<file path="src/rtl/axis_broadcaster_1to2_if.sv">
`default_nettype none
// ============================================================================
// Module   : axis_broadcaster_1to2_if
// Brief    : AXI4-Stream channel (tdata/tvalid/tlast/tready) with modports.
// Revision : 1.0
// ============================================================================

interface axis_broadcaster_1to2_if #(
  parameter int DATA_WIDTH = 32
) ();

  logic [DATA_WIDTH-1:0] tdata;
  logic                  tvalid;
  logic                  tlast;
  logic                  tready;

  modport master (
    output tdata,
    output tvalid,
    output tlast,
    input  tready
  );

  modport slave (
    input  tdata,
    input  tvalid,
    input  tlast,
    output tready
  );

endinterface

`default_nettype wire

</file>
<file path="src/rtl/axis_broadcaster_1to2.sv">
`default_nettype none
// ============================================================================
// Module   : axis_broadcaster_1to2
// Brief    : One-to-two AXI4-Stream broadcaster, single register stage with
//            independently released branches.
// Revision : 1.0
// ============================================================================

module axis_broadcaster_1to2 #(
  parameter int DATA_WIDTH = 32
) (
  input  logic                    AXIS_ACLK,
  input  logic                    AXIS_ARESET,
  axis_broadcaster_1to2_if.slave  s_axis,
  axis_broadcaster_1to2_if.master m_axis1,
  axis_broadcaster_1to2_if.master m_axis2
);

  logic [DATA_WIDTH-1:0] r_data;
  logic                  r_last;
  logic                  r_v1;
  logic                  r_v2;

  logic w_free1;
  logic w_free2;
  logic w_s_ready;
  logic w_accept;
  logic w_hs1;
  logic w_hs2;

  // A branch is free when it holds nothing or is emptying this cycle; the
  // shared register may only be reloaded once both branches are free.
  assign w_free1   = !r_v1 || m_axis1.tready;
  assign w_free2   = !r_v2 || m_axis2.tready;
  assign w_s_ready = !AXIS_ARESET && w_free1 && w_free2;
  assign w_accept  = s_axis.tvalid && w_s_ready;
  assign w_hs1     = r_v1 && m_axis1.tready;
  assign w_hs2     = r_v2 && m_axis2.tready;

  always_ff @(posedge AXIS_ACLK or posedge AXIS_ARESET) begin
    if (AXIS_ARESET) begin
      r_data <= '0;
      r_last <= 1'b0;
      r_v1   <= 1'b0;
      r_v2   <= 1'b0;
    end else if (w_accept) begin
      // A new beat re-arms both branches, overriding any same-cycle clear.
      r_data <= s_axis.tdata;
      r_last <= s_axis.tlast;
      r_v1   <= 1'b1;
      r_v2   <= 1'b1;
    end else begin
      if (w_hs1) begin
        r_v1 <= 1'b0;
      end
      if (w_hs2) begin
        r_v2 <= 1'b0;
      end
    end
  end

  assign s_axis.tready  = w_s_ready;

  assign m_axis1.tdata  = r_data;
  assign m_axis1.tlast  = r_last;
  assign m_axis1.tvalid = r_v1;

  assign m_axis2.tdata  = r_data;
  assign m_axis2.tlast  = r_last;
  assign m_axis2.tvalid = r_v2;

endmodule

`default_nettype wire

</file>
<file path="src/flat_wrapper.sv">
// flat-port wrapper written by rule: the top's interface ports become plain ports
module axis_broadcaster_1to2_flat 
#(
  parameter int DATA_WIDTH = 32
)
  (AXIS_ACLK, AXIS_ARESET, s_axis_tdata, s_axis_tvalid, s_axis_tlast, s_axis_tready, m_axis1_tdata, m_axis1_tvalid, m_axis1_tlast, m_axis1_tready, m_axis2_tdata, m_axis2_tvalid, m_axis2_tlast, m_axis2_tready);
  axis_broadcaster_1to2_if #(.DATA_WIDTH(DATA_WIDTH)) s_axis_i ();
  axis_broadcaster_1to2_if #(.DATA_WIDTH(DATA_WIDTH)) m_axis1_i ();
  axis_broadcaster_1to2_if #(.DATA_WIDTH(DATA_WIDTH)) m_axis2_i ();
  input  logic AXIS_ACLK;
  input  logic AXIS_ARESET;
  input wire logic [$bits(s_axis_i.tdata)-1:0] s_axis_tdata;
  input wire logic [$bits(s_axis_i.tvalid)-1:0] s_axis_tvalid;
  input wire logic [$bits(s_axis_i.tlast)-1:0] s_axis_tlast;
  output wire logic [$bits(s_axis_i.tready)-1:0] s_axis_tready;
  output wire logic [$bits(m_axis1_i.tdata)-1:0] m_axis1_tdata;
  output wire logic [$bits(m_axis1_i.tvalid)-1:0] m_axis1_tvalid;
  output wire logic [$bits(m_axis1_i.tlast)-1:0] m_axis1_tlast;
  input wire logic [$bits(m_axis1_i.tready)-1:0] m_axis1_tready;
  output wire logic [$bits(m_axis2_i.tdata)-1:0] m_axis2_tdata;
  output wire logic [$bits(m_axis2_i.tvalid)-1:0] m_axis2_tvalid;
  output wire logic [$bits(m_axis2_i.tlast)-1:0] m_axis2_tlast;
  input wire logic [$bits(m_axis2_i.tready)-1:0] m_axis2_tready;
  assign s_axis_i.tdata = s_axis_tdata;
  assign s_axis_i.tvalid = s_axis_tvalid;
  assign s_axis_i.tlast = s_axis_tlast;
  assign s_axis_tready = s_axis_i.tready;
  assign m_axis1_tdata = m_axis1_i.tdata;
  assign m_axis1_tvalid = m_axis1_i.tvalid;
  assign m_axis1_tlast = m_axis1_i.tlast;
  assign m_axis1_i.tready = m_axis1_tready;
  assign m_axis2_tdata = m_axis2_i.tdata;
  assign m_axis2_tvalid = m_axis2_i.tvalid;
  assign m_axis2_tlast = m_axis2_i.tlast;
  assign m_axis2_i.tready = m_axis2_tready;
  axis_broadcaster_1to2 #(.DATA_WIDTH(DATA_WIDTH)) u_core (.AXIS_ACLK(AXIS_ACLK), .AXIS_ARESET(AXIS_ARESET), .s_axis(s_axis_i), .m_axis1(m_axis1_i), .m_axis2(m_axis2_i));
endmodule
</file>
<file path="config.mk">
export PLATFORM = sky130hd
export DESIGN_NAME = axis_broadcaster_1to2_flat
export DESIGN_NICKNAME = d
export VERILOG_FILES = /design/src/rtl/axis_broadcaster_1to2_if.sv /design/src/rtl/axis_broadcaster_1to2.sv /design/src/flat_wrapper.sv
export SDC_FILE = /design/constraint.sdc
export NUM_CORES = 1
export LEC_CHECK = 0
export ABC_AREA = 1
export ABC_CLOCK_PERIOD_IN_PS = 1800
export CELL_PAD_IN_SITES_DETAIL_PLACEMENT = 1
export CELL_PAD_IN_SITES_GLOBAL_PLACEMENT = 1
export CORE_UTILIZATION = 29
export CTS_BUF_LIST = sky130_fd_sc_hd__clkbuf_4
export DETAILED_ROUTE_END_ITERATION = 16
export PLACE_DENSITY = 0.83
export SETUP_SLACK_MARGIN = 0.05
export SLEW_MARGIN = 20
export SYNTH_ARGS = -nofsm -noshare
export SYNTH_HDL_FRONTEND = slang
export SYNTH_SLANG_ARGS = --single-unit
export TNS_END_PERCENT = 100
</file>
<file path="constraint.sdc">
create_clock -name AXIS_ACLK -period 1.8 [get_ports AXIS_ACLK]
set_input_delay 0.18 -clock AXIS_ACLK [delete_from_list [all_inputs] [get_ports AXIS_ACLK]]
set_output_delay 0.18 -clock AXIS_ACLK [all_outputs]
set_load 0.01 [all_outputs]
</file>
## Word level (Yosys, flattened, before mapping)

Index checks and enable logic that the tools add are counted.

| word-level totals | value |
|---|---|
| logic and storage cells | 20 |
| bits in registers | 35 |

| operators by class | value |
|---|---|
| multiplexer cells | 4 |
| reduce and logical (&&, ||, !) cells | 12 |

Operators by type and width:

| cell | count |
|---|---|
| logical AND 1 bit | 5 |
| two-way mux 1 bit | 4 |
| nonzero test 2 bit | 2 |
| zero test 1 bit | 3 |
| logical OR 1 bit | 2 |

## Logic depth before layout (Yosys ltp)

| logic depth | value |
|---|---|
| depth after elaboration | 6 |
| depth in mapped cells | 6 |

## Worst setup path after synthesis

No wires, ideal clock.

| timing | value |
|---|---|
| path kind | in2reg |
| start | input AXIS_ARESET |
| end | register u_core.r_data[19] (netlist: u_core.m_axis1.tdata[19]) |
| arrival | 1.139 ns |
| path buffers | 1 |
| path slack | 0.544 ns |
| stages | 5 |
| path through | inv_2 -> nand4_4 -> buf_12 -> nand2_2 -> nand2_1 |

| on the way | value |
|---|---|
| word-level cells in the longest chain between the ends | 4 |

Ends and longest elaborated chain:

| item | RTL line | source |
|---|---|---|
| start, declared | flat_wrapper.sv:11 | `input logic AXIS_ARESET;` |
| zero test 1 bit | axis_broadcaster_1to2.sv:35 | `assign w_s_ready = !AXIS_ARESET && w_free1 && w_free2;` |
| logical AND 1 bit (2 in series) | axis_broadcaster_1to2.sv:35 |  |
| logical AND 1 bit | axis_broadcaster_1to2.sv:36 | `assign w_accept = s_axis.tvalid && w_s_ready;` |
| end signal, assigned | axis_broadcaster_1to2.sv:48 | `r_data <= s_axis.tdata;` |
| end, declared | axis_broadcaster_1to2.sv:19 | `logic [DATA_WIDTH-1:0] r_data;` |

No other way between the ends.
A chain may end at the register's enable or synchronous reset.

## Final worst setup path

| timing | value |
|---|---|
| start | register u_core.r_v2 (netlist: u_core.m_axis2.tvalid) |
| end | output m_axis2_tvalid |

RTL lines:

| item | RTL line | source |
|---|---|---|
| start, declared | axis_broadcaster_1to2.sv:22 | `logic r_v2;` |
| start signal, assigned | axis_broadcaster_1to2.sv:45 | `r_v2 <= 1'b0;` |
| start signal, assigned | axis_broadcaster_1to2.sv:51 | `r_v2 <= 1'b1;` |
| start signal, assigned | axis_broadcaster_1to2.sv:57 | `r_v2 <= 1'b0;` |
| end, declared | flat_wrapper.sv:21 | `output wire logic [$bits(m_axis2_i.tvalid)-1:0] m_axis2_tvalid;` |

No word-level cell between the ends.

==> qor.csv <==
stage;metric;value;unit
run_status;status;finished clean;
timing;worst_slew_margin_rel;69.6;%
global_routing;grt_start_max_net_pins;36;
final_layout;num-nets-final;304;
synthesis;yosys.cell_types.count;14;
placement;hpwl;3530;um
timing;setup_viol;0;
cts;root_buffer;clkbuf_4;
synthesis;synth-xor-area-share;0;%
cts;clkLatencyLatePin;0.33;ns
floorplan;chipWidth;80.5;um
global_routing;track_usage;16.6;%
setup_path;worst_setup_path_end_kind;output port;
pwr;power.internal;0.00179;W
pwr;sw_frac_of_total;31.8;%
timing;worst_pin_slew;0.456;ns
timing;finalCriticalPeriod;1.59;ns
flow_run;maxCapViolations;0;
synthesis;synth_adder_area_share;0;%
placement;gp_congestion;0.680;
synthesis;ys_ff_latch;35;
cts;htree_levels;2;
pwr;comb_power_share;42.4;%
timing;hold_viol;0;
timing;clock.fmax;627;MHz
synthesis;synth_top_cell_by_area;dfrtp_1;
synthesis;postSynthAreaPerCell;9.40;um2
synthesis;synthMuxAreaShare;0;%
global_routing;grt_overflow_total;0;
synthesis;syn_nets;228;
drt;routed_wl;4870;um
global_routing;antenna_found_initial;0;
placement;placedCellCount;333;
drt;wl_per_cell;14.2;um
timing;fin_setup_tns;0;ns
final_layout;fin_util;46.0;%
drt;ant_nets;0;
timing;clock_skew;0.00936;ns
final_layout;layout_commonest_cell;clkdlybuf4s50_1;
final_layout;num-fill-cells;690;
drt;drc;0;
floorplan;num_io_pins;107;
floorplan;chipHeight;80.5;um
synthesis;synth_area;1790;um2
pwr;leakage;1.25;nW
setup_path;worstPathMaxFanout;2;
cts;cts_tree;built;
drt;vias_per_cell;4.62;
pwr;seqPwrFrac;40.7;%
synthesis;synthSimpleGateAreaFrac;29.8;%
min_path;hold_path.class;input port to flip-flop;
timing;fin_ws;0.205;ns
floorplan;rows;28;
final_layout;layout-drive-gt1-share;12.4;%
global_routing;grt_pass1_wl;8150;um
final_layout;most-common-layout-cells;105 x clkdlybuf4s50_1, 58 x nand2_1, 35 x dfrtp_1, 33 x nand4_1, 11 x nand2_2;
synthesis;synthTopCellsByArea;dfrtp_1 49%, buf_4 16%, nand2_1 12%, nand4_1 12%, nand2_2 3.9%;
placement;place_ws;0.134;ns
setup_path;cp.required;1.62;ns
pwr;powerDensity;964;nW/um2
placement;place_area;2660;um2
floorplan;start_util;30.2;%
synthesis;synth_top_family_by_area;simple AND/OR/NAND/NOR gates;
timing;rsz0062_at_grt;no;
drt;vias;1579;
cts;cts.sinks;35;
global_routing;grt_pass1_vias;1635;
final_layout;n_antenna_cell;0;
setup_path;arrival;1.41;ns
floorplan;core_area;5920;um2
drt;drtPass1Iterations;4;
synthesis;synth_top_cell_area_share;49.1;%
setup_path;critPathKind;flip-flop to output port;
pwr;ir_worst_vdd;0.348;mV
synthesis;ys_warn_count;0;
synthesis;synth_cells;190;
pwr;power.switching;0.000837;W
final_layout;instances_no_fill;342;
cts;clkTransAtPathRegs;0.11;ns
final_layout;fin_area;2730;um2
placement;io_buffers;106;
floorplan;die-area;6470;um2
drt;drtIter0Drc;56;
timing;report.final.slew_viol_count;0;
cts;numCtsBuffers;5;
final_layout;area_growth;52.7;%
pwr;clkPwrFrac;16.9;%
synthesis;synth_compound_area_share;0.911;%
synthesis;ys_seq_area_share;49.1;%
timing;finalCritPeriodShare;88.6;%
cts;clock_path_buffers;2;
setup_path;cp-start-kind;flip-flop;
area by class of cell:
class,instances,area (um2),share of cell area [%]
clock buffers,7,52.6,1.93
clock inverters,1,5.00,0.184
inverters,3,11.3,0.413
multi-input cells,106,548,20.1
flip-flops and latches,35,876,32.1
well taps,75,93.8,3.44
repair buffers,115,1140,41.8
worst paths after layout:
path | from | endpoint | slack, ns | cells past startpoint
max in group asynchronous | AXIS_ARESET | u_core.m_axis1.tdata[30] | 1.08 | 3
min in group asynchronous | AXIS_ARESET | u_core.m_axis1.tdata[14] | 0.41 | 3
worst max register to register | u_core.m_axis1.tvalid | u_core.m_axis1.tdata[27] | 0.53 | 6
worst min register to register | u_core.m_axis1.tdata[12] | u_core.m_axis1.tdata[12] | 0.51 | 2
worst min-delay path | s_axis_tdata[15] | u_core.m_axis1.tdata[15] | 0.40 | 3
worst max-delay path | u_core.m_axis2.tvalid | m_axis2_tvalid | 0.21 | 2
power by group through the flow:
stage / Clock (W) / Sequential, W / Combinational (W)
6_report: 0.000443 / 0.00107 / 0.00112
5_1_grt: 0.000500 / 0.00110 / 0.00121
4_1_cts: 0.000471 / 0.00107 / 0.00113
3_5_place_dp: 0 / 0.00109 / 0.00113
3_3_place_gp: 0 / 0.00108 / 0.00110
2_1_floorplan: 0 / 0.00115 / 0.000518
registers in the layout, summed over array words and instances (netlist names):
| name | flops |
|---|---|
| u_core.m_axis2.tvalid | 1 |
| u_core.m_axis1.tdata | 32 |
| u_core.m_axis1.tlast | 1 |
| u_core.m_axis1.tvalid | 1 |
cell usage after synthesis (all sizes together):
cell and instances:
nand2 70, dfrtp 35, a21oi 1, and3 1, nand4 34, buf 46, inv 3
timing repair:
| item | in CTS | in global routing |
|---|---|---|
| gates resized for setup | 1 | 0 |
| buffers inserted | 1 | 0 |
| hold buffers | 0 | 0 |
| endpoints found under the setup margin | 1 | 0 |
per-layer routing:
layer | routed length, um | global-route usage [%] | part of all wire (%)
met1 | 2010 | 19.8 | 41
met2 | 2530 | 29.2 | 52
met3 | 284 | 4.09 | 5.8
met4 | 53 | 4.82 | 1.1
met5 | 0 | 0 | 0
worst max-delay path, cell delays in order, from the launching register on:
cell             delay (ns)
dfrtp_1                0.41
buf_4                  0.15
clkdlybuf4s50_1        0.53
cell families after synthesis:
| logic type | count (synthesis) |
|---|---|
| simple gates | 105 |
| buf+inv | 49 |
| flops | 35 |
| compound gates | 1 |
through the flow:
| step | hold slack (ns) | power (W) |
|---|---|---|
| finish | 0.396 | 0.00263 |
| global route | 0.380 | 0.00281 |
| CTS | 0.374 | 0.00268 |
| detailed placement | 0.487 | 0.00222 |
| global placement | 0.479 | 0.00218 |
| floorplan | 0.152 | 0.00166 |
(Power assumes the default switching activity.)
